<file path="config.mk">
export PLATFORM = sky130hd
export DESIGN_NAME = vram_writer_flat
export DESIGN_NICKNAME = d
export VERILOG_FILES = /design/src/rtl/vram_pkg.sv /design/src/rtl/vram_writer_if.sv /design/src/rtl/vram_wr_fifo.sv /design/src/rtl/vram_writer.sv /design/src/flat_wrapper.sv
export SDC_FILE = /design/constraint.sdc
export NUM_CORES = 1
export LEC_CHECK = 0
export BUFFER_PORTS_ARGS = -buffer_cell sky130_fd_sc_hd__clkbuf_2
export CORE_AREA = 8 8 175 177
export DETAILED_ROUTE_END_ITERATION = 8
export DIE_AREA = 0 0 183 185
export PLACE_DENSITY = 0.79
export SETUP_SLACK_MARGIN = 0.02
export SYNTH_ARGS = -nofsm -noshare
export SYNTH_HDL_FRONTEND = slang
export SYNTH_HIERARCHICAL = 1
export SYNTH_SLANG_ARGS = --single-unit
</file>
<file path="constraint.sdc">
create_clock -name clk100_i -period 7.4 [get_ports clk100_i]
set_input_delay 1.11 -clock clk100_i [delete_from_list [all_inputs] [get_ports clk100_i]]
set_output_delay 1.11 -clock clk100_i [all_outputs]
set_load 0.02 [all_outputs]
</file>
<file path="src/rtl/vram_pkg.sv">
// Shared widths, FSM encoding and FIFO entry layout for the VRAM host write port.
package vram_pkg;

  localparam int DEF_ADDR_W = 18;
  localparam int DEF_DATA_W = 16;
  localparam int BE_W       = 2;

  typedef enum logic [1:0] {
    IDLE,
    SETUP,
    STROBE,
    HOLD
  } wr_state_e;

  // A FIFO entry is packed MSB-first as {be, addr, data}.
  function automatic int entry_width(input int aw, input int dw);
    return BE_W + aw + dw;
  endfunction

endpackage

</file>
<file path="src/rtl/vram_writer_if.sv">
// Host write-beat handshake bundle: the host drives beats, the writer returns ready.
interface vram_writer_if
  import vram_pkg::*;
#(
  parameter int ADDR_W = DEF_ADDR_W,
  parameter int DATA_W = DEF_DATA_W
);

  logic              valid;
  logic              ready;
  logic [ADDR_W-1:0] addr;
  logic [DATA_W-1:0] data;
  logic [BE_W-1:0]   be;

  modport master (output valid, addr, data, be, input ready);
  modport slave  (input valid, addr, data, be, output ready);

endinterface

</file>
<file path="src/rtl/vram_wr_fifo.sv">
// Single-clock synchronous FIFO holding host write beats; DEPTH must be a power of 2.
module vram_wr_fifo #(
  parameter int WIDTH = 36,
  parameter int DEPTH = 8
) (
  input  logic             clk_i,
  input  logic             rst_ni,
  input  logic             push_i,
  input  logic [WIDTH-1:0] data_i,
  input  logic             pop_i,
  output logic [WIDTH-1:0] data_o,
  output logic             full_o,
  output logic             empty_o
);

  localparam int PTR_W = (DEPTH > 1) ? $clog2(DEPTH) : 1;

  logic [WIDTH-1:0] mem_q [DEPTH];
  logic [PTR_W-1:0] wr_ptr_q, rd_ptr_q;
  logic [PTR_W:0]   count_q;
  logic             do_push, do_pop;

  assign full_o  = (count_q == (PTR_W + 1)'(DEPTH));
  assign empty_o = (count_q == '0);
  // A full FIFO refuses a push even when a pop frees a slot in the same cycle.
  assign do_push = push_i && !full_o;
  assign do_pop  = pop_i && !empty_o;
  assign data_o  = mem_q[rd_ptr_q];

  always_ff @(posedge clk_i or negedge rst_ni) begin
    if (!rst_ni) begin
      wr_ptr_q <= '0;
      rd_ptr_q <= '0;
      count_q  <= '0;
    end else begin
      if (do_push) wr_ptr_q <= wr_ptr_q + PTR_W'(1);
      if (do_pop)  rd_ptr_q <= rd_ptr_q + PTR_W'(1);
      case ({do_push, do_pop})
        2'b10:   count_q <= count_q + (PTR_W + 1)'(1);
        2'b01:   count_q <= count_q - (PTR_W + 1)'(1);
        default: count_q <= count_q;
      endcase
    end
  end

  always_ff @(posedge clk_i) begin
    if (do_push) mem_q[wr_ptr_q] <= data_i;
  end

endmodule

</file>
<file path="src/rtl/vram_writer.sv">
// Host-side SRAM write port: buffers host beats, runs a linear fill engine, and
// issues SETUP/STROBE/HOLD write cycles only while the renderer leaves the bus idle.
module vram_writer
  import vram_pkg::*;
#(
  parameter int ADDR_W     = DEF_ADDR_W,
  parameter int DATA_W     = DEF_DATA_W,
  parameter int FIFO_DEPTH = 8,
  parameter int WE_CYCLES  = 2
) (
  input  logic              clk100_i,
  input  logic              reset_n_i,
  vram_writer_if.slave      host,
  input  logic              fill_start_i,
  input  logic [ADDR_W-1:0] fill_addr_i,
  input  logic [ADDR_W-1:0] fill_len_i,
  input  logic [DATA_W-1:0] fill_data_i,
  output logic              fill_busy_o,
  input  logic              render_busy_i,
  input  logic              hsync_starting_i,
  output logic              bus_own_o,
  output logic [ADDR_W-1:0] ram_addr_o,
  output logic [DATA_W-1:0] ram_dout_o,
  output logic              ram_ce_o,
  output logic              ram_oe_o,
  output logic              ram_we_o,
  output logic              ram_lb_o,
  output logic              ram_hb_o
);

  localparam int ENTRY_W = entry_width(ADDR_W, DATA_W);
  localparam int CNT_W   = (WE_CYCLES > 1) ? $clog2(WE_CYCLES) : 1;

  wr_state_e         state_q, state_d;
  logic [CNT_W-1:0]  we_cnt_q, we_cnt_d;
  logic [ADDR_W-1:0] addr_q, addr_d;
  logic [DATA_W-1:0] dout_q, dout_d;
  logic              lb_q, lb_d, hb_q, hb_d;
  logic              src_fill_q, src_fill_d;
  logic              fill_busy_q, fill_busy_d;
  logic [ADDR_W-1:0] fill_addr_q, fill_addr_d;
  logic [ADDR_W-1:0] fill_rem_q, fill_rem_d;
  logic [DATA_W-1:0] fill_data_q, fill_data_d;

  logic               fifo_push, fifo_pop, fifo_full, fifo_empty;
  logic [ENTRY_W-1:0] fifo_wdata, fifo_rdata;
  logic [BE_W-1:0]    head_be;
  logic [ADDR_W-1:0]  head_addr;
  logic [DATA_W-1:0]  head_data;
  logic               bus_free;

  assign fifo_push  = host.valid && host.ready;
  assign fifo_wdata = {host.be, host.addr, host.data};
  assign head_be    = fifo_rdata[ENTRY_W-1 -: BE_W];
  assign head_addr  = fifo_rdata[DATA_W +: ADDR_W];
  assign head_data  = fifo_rdata[DATA_W-1:0];
  assign bus_free   = !render_busy_i && !hsync_starting_i;

  vram_wr_fifo #(
    .WIDTH(ENTRY_W),
    .DEPTH(FIFO_DEPTH)
  ) u_fifo (
    .clk_i  (clk100_i),
    .rst_ni (reset_n_i),
    .push_i (fifo_push),
    .data_i (fifo_wdata),
    .pop_i  (fifo_pop),
    .data_o (fifo_rdata),
    .full_o (fifo_full),
    .empty_o(fifo_empty)
  );

  always_comb begin
    state_d     = state_q;
    we_cnt_d    = we_cnt_q;
    addr_d      = addr_q;
    dout_d      = dout_q;
    lb_d        = lb_q;
    hb_d        = hb_q;
    src_fill_d  = src_fill_q;
    fill_busy_d = fill_busy_q;
    fill_addr_d = fill_addr_q;
    fill_rem_d  = fill_rem_q;
    fill_data_d = fill_data_q;
    fifo_pop    = 1'b0;

    if (fill_start_i && !fill_busy_q && (fill_len_i != '0)) begin
      fill_busy_d = 1'b1;
      fill_addr_d = fill_addr_i;
      fill_rem_d  = fill_len_i;
      fill_data_d = fill_data_i;
    end

    // The renderer only gates new starts; a cycle once in SETUP always runs to HOLD.
    case (state_q)
      IDLE: begin
        if (bus_free && fill_busy_q && (fill_rem_q != '0)) begin
          state_d     = SETUP;
          addr_d      = fill_addr_q;
          dout_d      = fill_data_q;
          lb_d        = 1'b1;
          hb_d        = 1'b1;
          src_fill_d  = 1'b1;
          fill_addr_d = fill_addr_q + ADDR_W'(1);
          fill_rem_d  = fill_rem_q - ADDR_W'(1);
        end else if (bus_free && !fill_busy_q && !fifo_empty) begin
          state_d    = SETUP;
          fifo_pop   = 1'b1;
          addr_d     = head_addr;
          dout_d     = head_data;
          lb_d       = head_be[0];
          hb_d       = head_be[1];
          src_fill_d = 1'b0;
        end
      end
      SETUP: begin
        state_d  = STROBE;
        we_cnt_d = '0;
      end
      STROBE: begin
        if (we_cnt_q == CNT_W'(WE_CYCLES - 1)) state_d = HOLD;
        else we_cnt_d = we_cnt_q + CNT_W'(1);
      end
      HOLD: begin
        state_d = IDLE;
        if (src_fill_q && (fill_rem_q == '0)) fill_busy_d = 1'b0;
      end
      default: state_d = IDLE;
    endcase
  end

  always_ff @(posedge clk100_i or negedge reset_n_i) begin
    if (!reset_n_i) begin
      state_q     <= IDLE;
      we_cnt_q    <= '0;
      addr_q      <= '0;
      dout_q      <= '0;
      lb_q        <= 1'b0;
      hb_q        <= 1'b0;
      src_fill_q  <= 1'b0;
      fill_busy_q <= 1'b0;
      fill_addr_q <= '0;
      fill_rem_q  <= '0;
      fill_data_q <= '0;
    end else begin
      state_q     <= state_d;
      we_cnt_q    <= we_cnt_d;
      addr_q      <= addr_d;
      dout_q      <= dout_d;
      lb_q        <= lb_d;
      hb_q        <= hb_d;
      src_fill_q  <= src_fill_d;
      fill_busy_q <= fill_busy_d;
      fill_addr_q <= fill_addr_d;
      fill_rem_q  <= fill_rem_d;
      fill_data_q <= fill_data_d;
    end
  end

  assign host.ready  = !fifo_full;
  assign fill_busy_o = fill_busy_q;
  assign bus_own_o   = (state_q != IDLE);
  assign ram_ce_o    = (state_q != IDLE);
  assign ram_we_o    = (state_q == STROBE);
  assign ram_oe_o    = 1'b0;
  assign ram_addr_o  = addr_q;
  assign ram_dout_o  = dout_q;
  assign ram_lb_o    = lb_q;
  assign ram_hb_o    = hb_q;

endmodule

</file>
<file path="src/flat_wrapper.sv">
// flat-port wrapper written by rule: the top's interface ports become plain ports
module vram_writer_flat import vram_pkg::*;
#(
  parameter int ADDR_W     = DEF_ADDR_W,
  parameter int DATA_W     = DEF_DATA_W,
  parameter int FIFO_DEPTH = 8,
  parameter int WE_CYCLES  = 2
)
  (clk100_i, reset_n_i, fill_start_i, fill_addr_i, fill_len_i, fill_data_i, fill_busy_o, render_busy_i, hsync_starting_i, bus_own_o, ram_addr_o, ram_dout_o, ram_ce_o, ram_oe_o, ram_we_o, ram_lb_o, ram_hb_o, host_valid, host_addr, host_data, host_be, host_ready);
  vram_writer_if #(.ADDR_W(ADDR_W), .DATA_W(DATA_W)) host_i ();
  input  logic clk100_i;
  input  logic reset_n_i;
  input  logic fill_start_i;
  input  logic [ADDR_W-1:0] fill_addr_i;
  input  logic [ADDR_W-1:0] fill_len_i;
  input  logic [DATA_W-1:0] fill_data_i;
  output logic fill_busy_o;
  input  logic render_busy_i;
  input  logic hsync_starting_i;
  output logic bus_own_o;
  output logic [ADDR_W-1:0] ram_addr_o;
  output logic [DATA_W-1:0] ram_dout_o;
  output logic ram_ce_o;
  output logic ram_oe_o;
  output logic ram_we_o;
  output logic ram_lb_o;
  output logic ram_hb_o;
  input wire logic [$bits(host_i.valid)-1:0] host_valid;
  input wire logic [$bits(host_i.addr)-1:0] host_addr;
  input wire logic [$bits(host_i.data)-1:0] host_data;
  input wire logic [$bits(host_i.be)-1:0] host_be;
  output wire logic [$bits(host_i.ready)-1:0] host_ready;
  assign host_i.valid = host_valid;
  assign host_i.addr = host_addr;
  assign host_i.data = host_data;
  assign host_i.be = host_be;
  assign host_ready = host_i.ready;
  vram_writer #(.ADDR_W(ADDR_W), .DATA_W(DATA_W), .FIFO_DEPTH(FIFO_DEPTH), .WE_CYCLES(WE_CYCLES)) u_core (.clk100_i(clk100_i), .reset_n_i(reset_n_i), .host(host_i), .fill_start_i(fill_start_i), .fill_addr_i(fill_addr_i), .fill_len_i(fill_len_i), .fill_data_i(fill_data_i), .fill_busy_o(fill_busy_o), .render_busy_i(render_busy_i), .hsync_starting_i(hsync_starting_i), .bus_own_o(bus_own_o), .ram_addr_o(ram_addr_o), .ram_dout_o(ram_dout_o), .ram_ce_o(ram_ce_o), .ram_oe_o(ram_oe_o), .ram_we_o(ram_we_o), .ram_lb_o(ram_lb_o), .ram_hb_o(ram_hb_o));
endmodule
</file>
==> flow_summary.yaml, run 1 <==
status:
  status: "completed"
logic_synthesis:
  ys_async_sr_fraction_pct: 26.34
  mappedNetlistArea_sq_um: 16460
  syn_nets: 1119
  synth_edf_count: 288
  netlist.area_leader.share_pct: 52.53
  synth.most_common_cell: "edfxtp_1"
  yosysWarnings: 6
  postSynthCellCount: 1013
  ys.flop_type: "edfxtp_1"
  synth_seq_area_share_pct: 68.18
  synth_area_leaders: "edfxtp_1 (53%), dfrtp_1 (16%), mux4_1 (9.1%)"
  synth_commonest_cells: "edfxtp_1 (288), dfrtp_1 (103), nand2_1 (75)"
  synth_seq_cells: 391
  yosysTopAreaCell: "edfxtp_1"
  synth.distinct_cells: 71
  avgSynthCellArea_sq_um: 16.25
pwr:
  clkPwrFrac_pct: 28.7
  p_per_area_nw_per_um2: 374.6
  switchingPower_w: 0.002216
  cellLeakagePower_nw: 6.800
  combPwrFrac_pct: 25.7
  p_int_w: 0.004839
  p_sw_share_pct: 31.41
  p_seq_share_pct: 45.7
  peakVddDrop_mv: 0.1794
clock_network:
  root_buffer: "clkbuf_16"
  insertion_delay_ns: 0.54
  post-cts-setup-buffers: 0
  cts_tree: "done"
  cts_resized: 0
  clkTransAtPathRegs_ns: 0.06
  h-tree-depth: 2
  cts_hold_buffers: 0
  cts_max_path_buffers: 3
  cts_made_buffers: 38
  cts_num_sinks: 391
timing:
  finClkSkew_ns: 0.02856
  tightest_slew_ns: 0.9960
  period_share_pct: 49.51
  final_max_slew_viol_count: 0
  finalCriticalPeriod_ns: 3.664
  setup_violations: 0
  slew_headroom_pct: 33.60
  clock.fmax_mhz: 272.9
  setup_tns_ns: 0
  fin_ws_ns: 3.736
  finalHoldViolations: 0
  rsz0062_at_grt: "false"
route:
  first_iter_violations: 1316
  drc: 0
  dr.pass1.iters: 5
  wirelength_microns: 38710
  postRouteAntennaNets: 0
  vias: 9875
  vias_per_cell: 6.322
  drt-wirelength-per-cell_microns: 24.78
place:
  port_buffers: 134
  place.gp.congestion: 0.9330
  post-place-ws_ns: 3.510
  dpl.cell_count: 1491
  dpl.hpwl_microns: 21940
setup_path:
  slowest_stage: "or4b_2"
  reg2reg_depth: 12
  crit_fanout: 38
  crit_required_ns: 7.80
  cpLargestDelayFamily: "simple AND/OR/NAND/NOR gates"
  cp.buffers_inverters: 3
  r2r_end: "u_core/u_fifo/count_q[3]"
  worst_ep_arrival_time_ns: 4.07
  ff2ff_setup_slack_ns: 3.74
  worst-path-stages: 12
  cp-endpoint: "u_core/u_fifo/count_q[3]"
  crit_chain: "nor4_1 > nor2_1 > nand3_1 > buf_4 > clkinv_1 > o41ai_1 > inv_1 > ha_1 > ha_1 > or4b_2 > o311ai_0 > o211ai_1"
  crit_start: "u_core/u_fifo/count_q[0]"
  cpPeakStageDelay_ns: 0.64
  cpMostUsedCell: "ha_1"
  reg2reg_from: "u_core/u_fifo/count_q[0]"
  critPathKind: "reg2reg"
  critPathCaptureType: "flip-flop"
  worstSetupStartpointType: "flip-flop"
cells_and_area:
  syn2layout_area_growth_pct: 14.38
  regArea_sq_um: 11230
  drive_gt1_share_pct: 25.17
  utilization_pct: 67.06
  fillCellCount: 1819
  multi_input_area_sq_um: 4877
  final_nets: 1253
  fin_cells: 1562
global_route:
  grt.overflow.total: 0
  grt_use_total_pct: 22.83
  antenna_found_initial: 6
  grt_pass1_vias: 9953
  grt_pass1_wl_microns: 58880
  grt_max_degree: 75
die:
  dieArea_sq_um: 33860
  num_rows: 62
  fp.dieH_microns: 185
  coreArea_sq_um: 28080
  start_util_pct: 58.63
  die_w_microns: 183
  ios: 136
hold_path:
  hold_path.class: "reg2reg"
flow_run:
  max_cap_viol_count: 0
==> per-stage QoR <==
stage / hold WS, ns / total power [W] / area, sq um
after CTS: 0.4620 / 0.007074 / 18830
final: 0.4665 / 0.007055 / 18830
after detailed placement: 0.4521 / 0.005021 / 17500
after global routing: 0.4909 / 0.007355 / 18830
after floorplan: 0.4271 / 0.004442 / 16460
after global placement: 0.4505 / 0.004956 / 17500
==> cells in the final DEF, fill, tap and decap left out, drive strengths merged, types with 21 or more instances in the layout <==
cell / instances
clkbuf: 181
o22ai: 44
edfxtp: 288
nor3: 65
nor2: 66
inv: 27
mux2: 41
nand2: 75
dfrtp: 103
nand3: 21
mux4: 72
==> state kept, by name, summed over array words and instances, names as in the netlist, 2 cells and up <==
signal,flops
u_core/u_fifo/rd_ptr_q,3
u_core/state_q,2
u_core/fill_addr_q,18
u_core/u_fifo/count_q,4
u_core/fill_rem_q,18
u_core/ram_dout_o,16
u_core/u_fifo/wr_ptr_q,3
u_core/fill_data_q,16
u_core/ram_addr_o,18
u_core/u_fifo/mem_q,288
==> per-layer routing <==
| metal | share of wire (%) | GRT usage, % | up-vias |
|---|---|---|---|
| li1 | - | - | 4315 |
| met1 | 40 | 30.18 | 4954 |
| met2 | 48 | 36.51 | 522 |
| met3 | 9.8 | 6.120 | 76 |
| met4 | 2.6 | 7.872 | 8 |
| met5 | 0.12 | 0 | - |
==> power by group through the flow <==
stage | Combinational (W) | Sequential (W) | Clock [W]
2_1_floorplan | 0.00121 | 0.00323 | 0
3_3_place_gp | 0.00174 | 0.00322 | 0
3_5_place_dp | 0.00178 | 0.00324 | 0
4_1_cts | 0.00181 | 0.00321 | 0.00205
5_1_grt | 0.00195 | 0.00327 | 0.00213
6_report | 0.00181 | 0.00322 | 0.00202
==> kinds of logic (layout without fill, tap and decap cells) <==
family	Yosys count	in the layout	share of synthesized area [%]
mux	119	119	14.34
other cells	1	3	0.02278
simple gates	276	276	8.230
compound gates	121	121	5.243
buf+inv	86	249	2.652
xor+xnor	7	7	0.3724
fa+ha+maj	12	12	0.9575
flops	391	391	68.18
==> worst min path at each step <==
stage	endpoint	cells past startpoint	start	slack [ns]
2_1_floorplan	u_core/fill_busy_o	1	u_core/src_fill_q	0.43
3_3_place_gp	u_core/fill_busy_o	1	u_core/src_fill_q	0.45
3_5_place_dp	u_core/fill_busy_o	1	u_core/src_fill_q	0.45
4_1_cts	u_core/fill_busy_o	1	u_core/src_fill_q	0.46
5_1_grt	u_core/fill_busy_o	1	u_core/src_fill_q	0.49
6_report	u_core/fill_busy_o	1	u_core/src_fill_q	0.47
==> cell type report <==
| type | instances | area share (%) |
|---|---|---|
| Sequential cell | 391 | 59.64 |
| Multi-Input combinational cell | 536 | 25.90 |
| Clock buffer | 48 | 5.681 |
| Timing Repair Buffer | 152 | 4.292 |
| Tap cell | 384 | 2.551 |
| Clock inverter | 21 | 1.355 |
| Inverter | 28 | 0.5581 |
| Antenna cell | 2 | 0.02658 |
Power figures use the tool's default switching activity.
==> run 2, diff against run 1 <==
clock period = 3.7 ns   (was 7.4 ns; I/O delays follow)
==> flow_summary.yaml, run 2 (synthesis gave the netlist of run 1 again) <==
status:
  status: "completed"
clock_network:
  insertion_delay_ns: 0.53
  post-cts-setup-buffers: 0
  cts_made_buffers: 39
  cts_tree: "done"
  clkTransAtPathRegs_ns: 0.07
  cts_max_path_buffers: 3
  cts_hold_buffers: 0
  cts_num_sinks: 391
  h-tree-depth: 2
  cts_resized: 0
  root_buffer: "clkbuf_16"
die:
  die_w_microns: 183
  dieArea_sq_um: 33860
  num_rows: 62
  coreArea_sq_um: 28080
  start_util_pct: 58.63
  ios: 136
  fp.dieH_microns: 185
pwr:
  p_per_area_nw_per_um2: 743.9
  combPwrFrac_pct: 25.8
  peakVddDrop_mv: 0.3384
  cellLeakagePower_nw: 6.844
  p_int_w: 0.009636
  p_seq_share_pct: 46.2
  switchingPower_w: 0.004418
  p_sw_share_pct: 31.43
  clkPwrFrac_pct: 28.0
route:
  postRouteAntennaNets: 0
  vias_per_cell: 6.287
  vias: 9864
  drc: 0
  first_iter_violations: 1146
  wirelength_microns: 38520
  drt-wirelength-per-cell_microns: 24.55
  dr.pass1.iters: 5
setup_path:
  crit_required_ns: 4.09
  worstSetupStartpointType: "flip-flop"
  crit_chain: "nor4_1 > nor2_1 > nand3_1 > clkinv_1 > o41ai_1 > inv_1 > ha_1 > ha_1 > or4b_2 > o311ai_0 > o211ai_1"
  critPathCaptureType: "flip-flop"
  cp.buffers_inverters: 2
  critPathKind: "reg2reg"
  crit_fanout: 9
  slowest_stage: "or4b_2"
  worst_ep_arrival_time_ns: 3.58
  cpLargestDelayFamily: "simple AND/OR/NAND/NOR gates"
  cpPeakStageDelay_ns: 0.65
  cpMostUsedCell: "ha_1"
place:
  place.gp.congestion: 0.9107
  dpl.hpwl_microns: 23100
  port_buffers: 134
  post-place-ws_ns: 0.5521
global_route:
  grt_use_total_pct: 22.73
  grt_max_degree: 104
  antenna_found_initial: 6
  grt.overflow.total: 0
  grt_pass1_vias: 10050
  grt_pass1_wl_microns: 58860
timing:
  tightest_slew_ns: 1.099
  finClkSkew_ns: 0.02261
  rsz0062_at_grt: "false"
  finalHoldViolations: 0
  period_share_pct: 86.10
  final_max_slew_viol_count: 0
  setup_tns_ns: 0
  slew_headroom_pct: 26.47
  finalCriticalPeriod_ns: 3.186
  clock.fmax_mhz: 313.9
  setup_violations: 0
  fin_ws_ns: 0.5141
cells_and_area:
  drive_gt1_share_pct: 25.19
  syn2layout_area_growth_pct: 14.74
  final_nets: 1260
  most-common-layout-cells: "edfxtp_1 (288), clkbuf_2 (133), dfrtp_1 (101), nand2_1 (75), nor3_1 (62)"
  final_common_cell: "edfxtp_1"
  largest_reg_flops: 288
  top_register: "u_core/u_fifo/mem_q"
hold_path:
  hold_path.class: "in2async"
flow_run:
  max_cap_viol_count: 0
[run 2: cell types whose count changed in the layout (fill, tap and decap cells not counted), moves of 2 or more]
cell        before  now
clkbuf_8         6    2
buf_4           19   21
nor3_2           3    1
buf_12           0    4
nor3_4           0    2
clkinvlp_4       4    0
inv_6            0    3
clkbuf_1         3    9
[run 2: worst paths after layout]
kind | startpoint | end | slack (ns) | depth (start not counted)
worst min-delay path | reset_n_i | u_core/we_cnt_q | 0.05 | 2
worst min register to register | u_core/src_fill_q | u_core/fill_busy_o | 0.46 | 1
max in group asynchronous | reset_n_i | u_core/ram_dout_o[11] | 3.15 | 2
worst max register to register | u_core/u_fifo/count_q[0] | u_core/u_fifo/count_q[3] | 0.51 | 11
worst max-delay path | u_core/u_fifo/count_q[0] | u_core/u_fifo/count_q[3] | 0.51 | 11
min in group clk100_i | fill_data_i[6] | u_core/fill_data_q[6] | 0.23 | 3
[run 2: stage by stage]
stage	power, W	hold slack, ns	cell area (sq um)	util, %	cells
2_1_floorplan	0.008884	0.2594	16470	-	1013
5_1_grt	0.01467	0.08513	18890	67.27	1569
4_1_cts	0.01410	0.1041	18890	67.26	1567
3_3_place_gp	0.009967	0.4367	17610	62.71	1497
3_5_place_dp	0.01012	0.4476	17610	62.71	1497
6_report	0.01405	0.04654	18890	67.27	1569
[run 2: final cells by class]
type	count	area [sq um]
repair buffers	158	903.4
diodes	2	5.005
well taps	384	480.5
clock inverters	19	215.2
multi-input cells	536	4890
inverters	28	105.1
clock buffers	51	1062
flip-flops and latches	391	11230
fillers	1784	9190
[run 2: worst reg2reg max path, cell delays in order, from the launching register on]
cell,delay (ns)
dfrtp_1,0.45
nor4_1,0.41
nor2_1,0.07
nand3_1,0.12
clkinv_1,0.09
o41ai_1,0.14
inv_1,0.18
ha_1,0.33
ha_1,0.38
or4b_2,0.65
o311ai_0,0.12
o211ai_1,0.12
[run 2: routing by layer]
metal	up-vias	track usage, %	wire length [microns]
met5	-	0	35
met4	6	6.701	835
met3	72	5.983	3498
met2	472	37.68	18910
met1	4983	29.40	15240
li1	4331	-	-
[run 2: power groups by stage]
stage | clock (W) | combinational [W] | sequential (W)
finish | 0.00393 | 0.00363 | 0.00650
global route | 0.00417 | 0.00390 | 0.00659
CTS | 0.00398 | 0.00363 | 0.00648
detailed placement | 0 | 0.00358 | 0.00655
global placement | 0 | 0.00349 | 0.00648
floorplan | 0 | 0.00242 | 0.00646
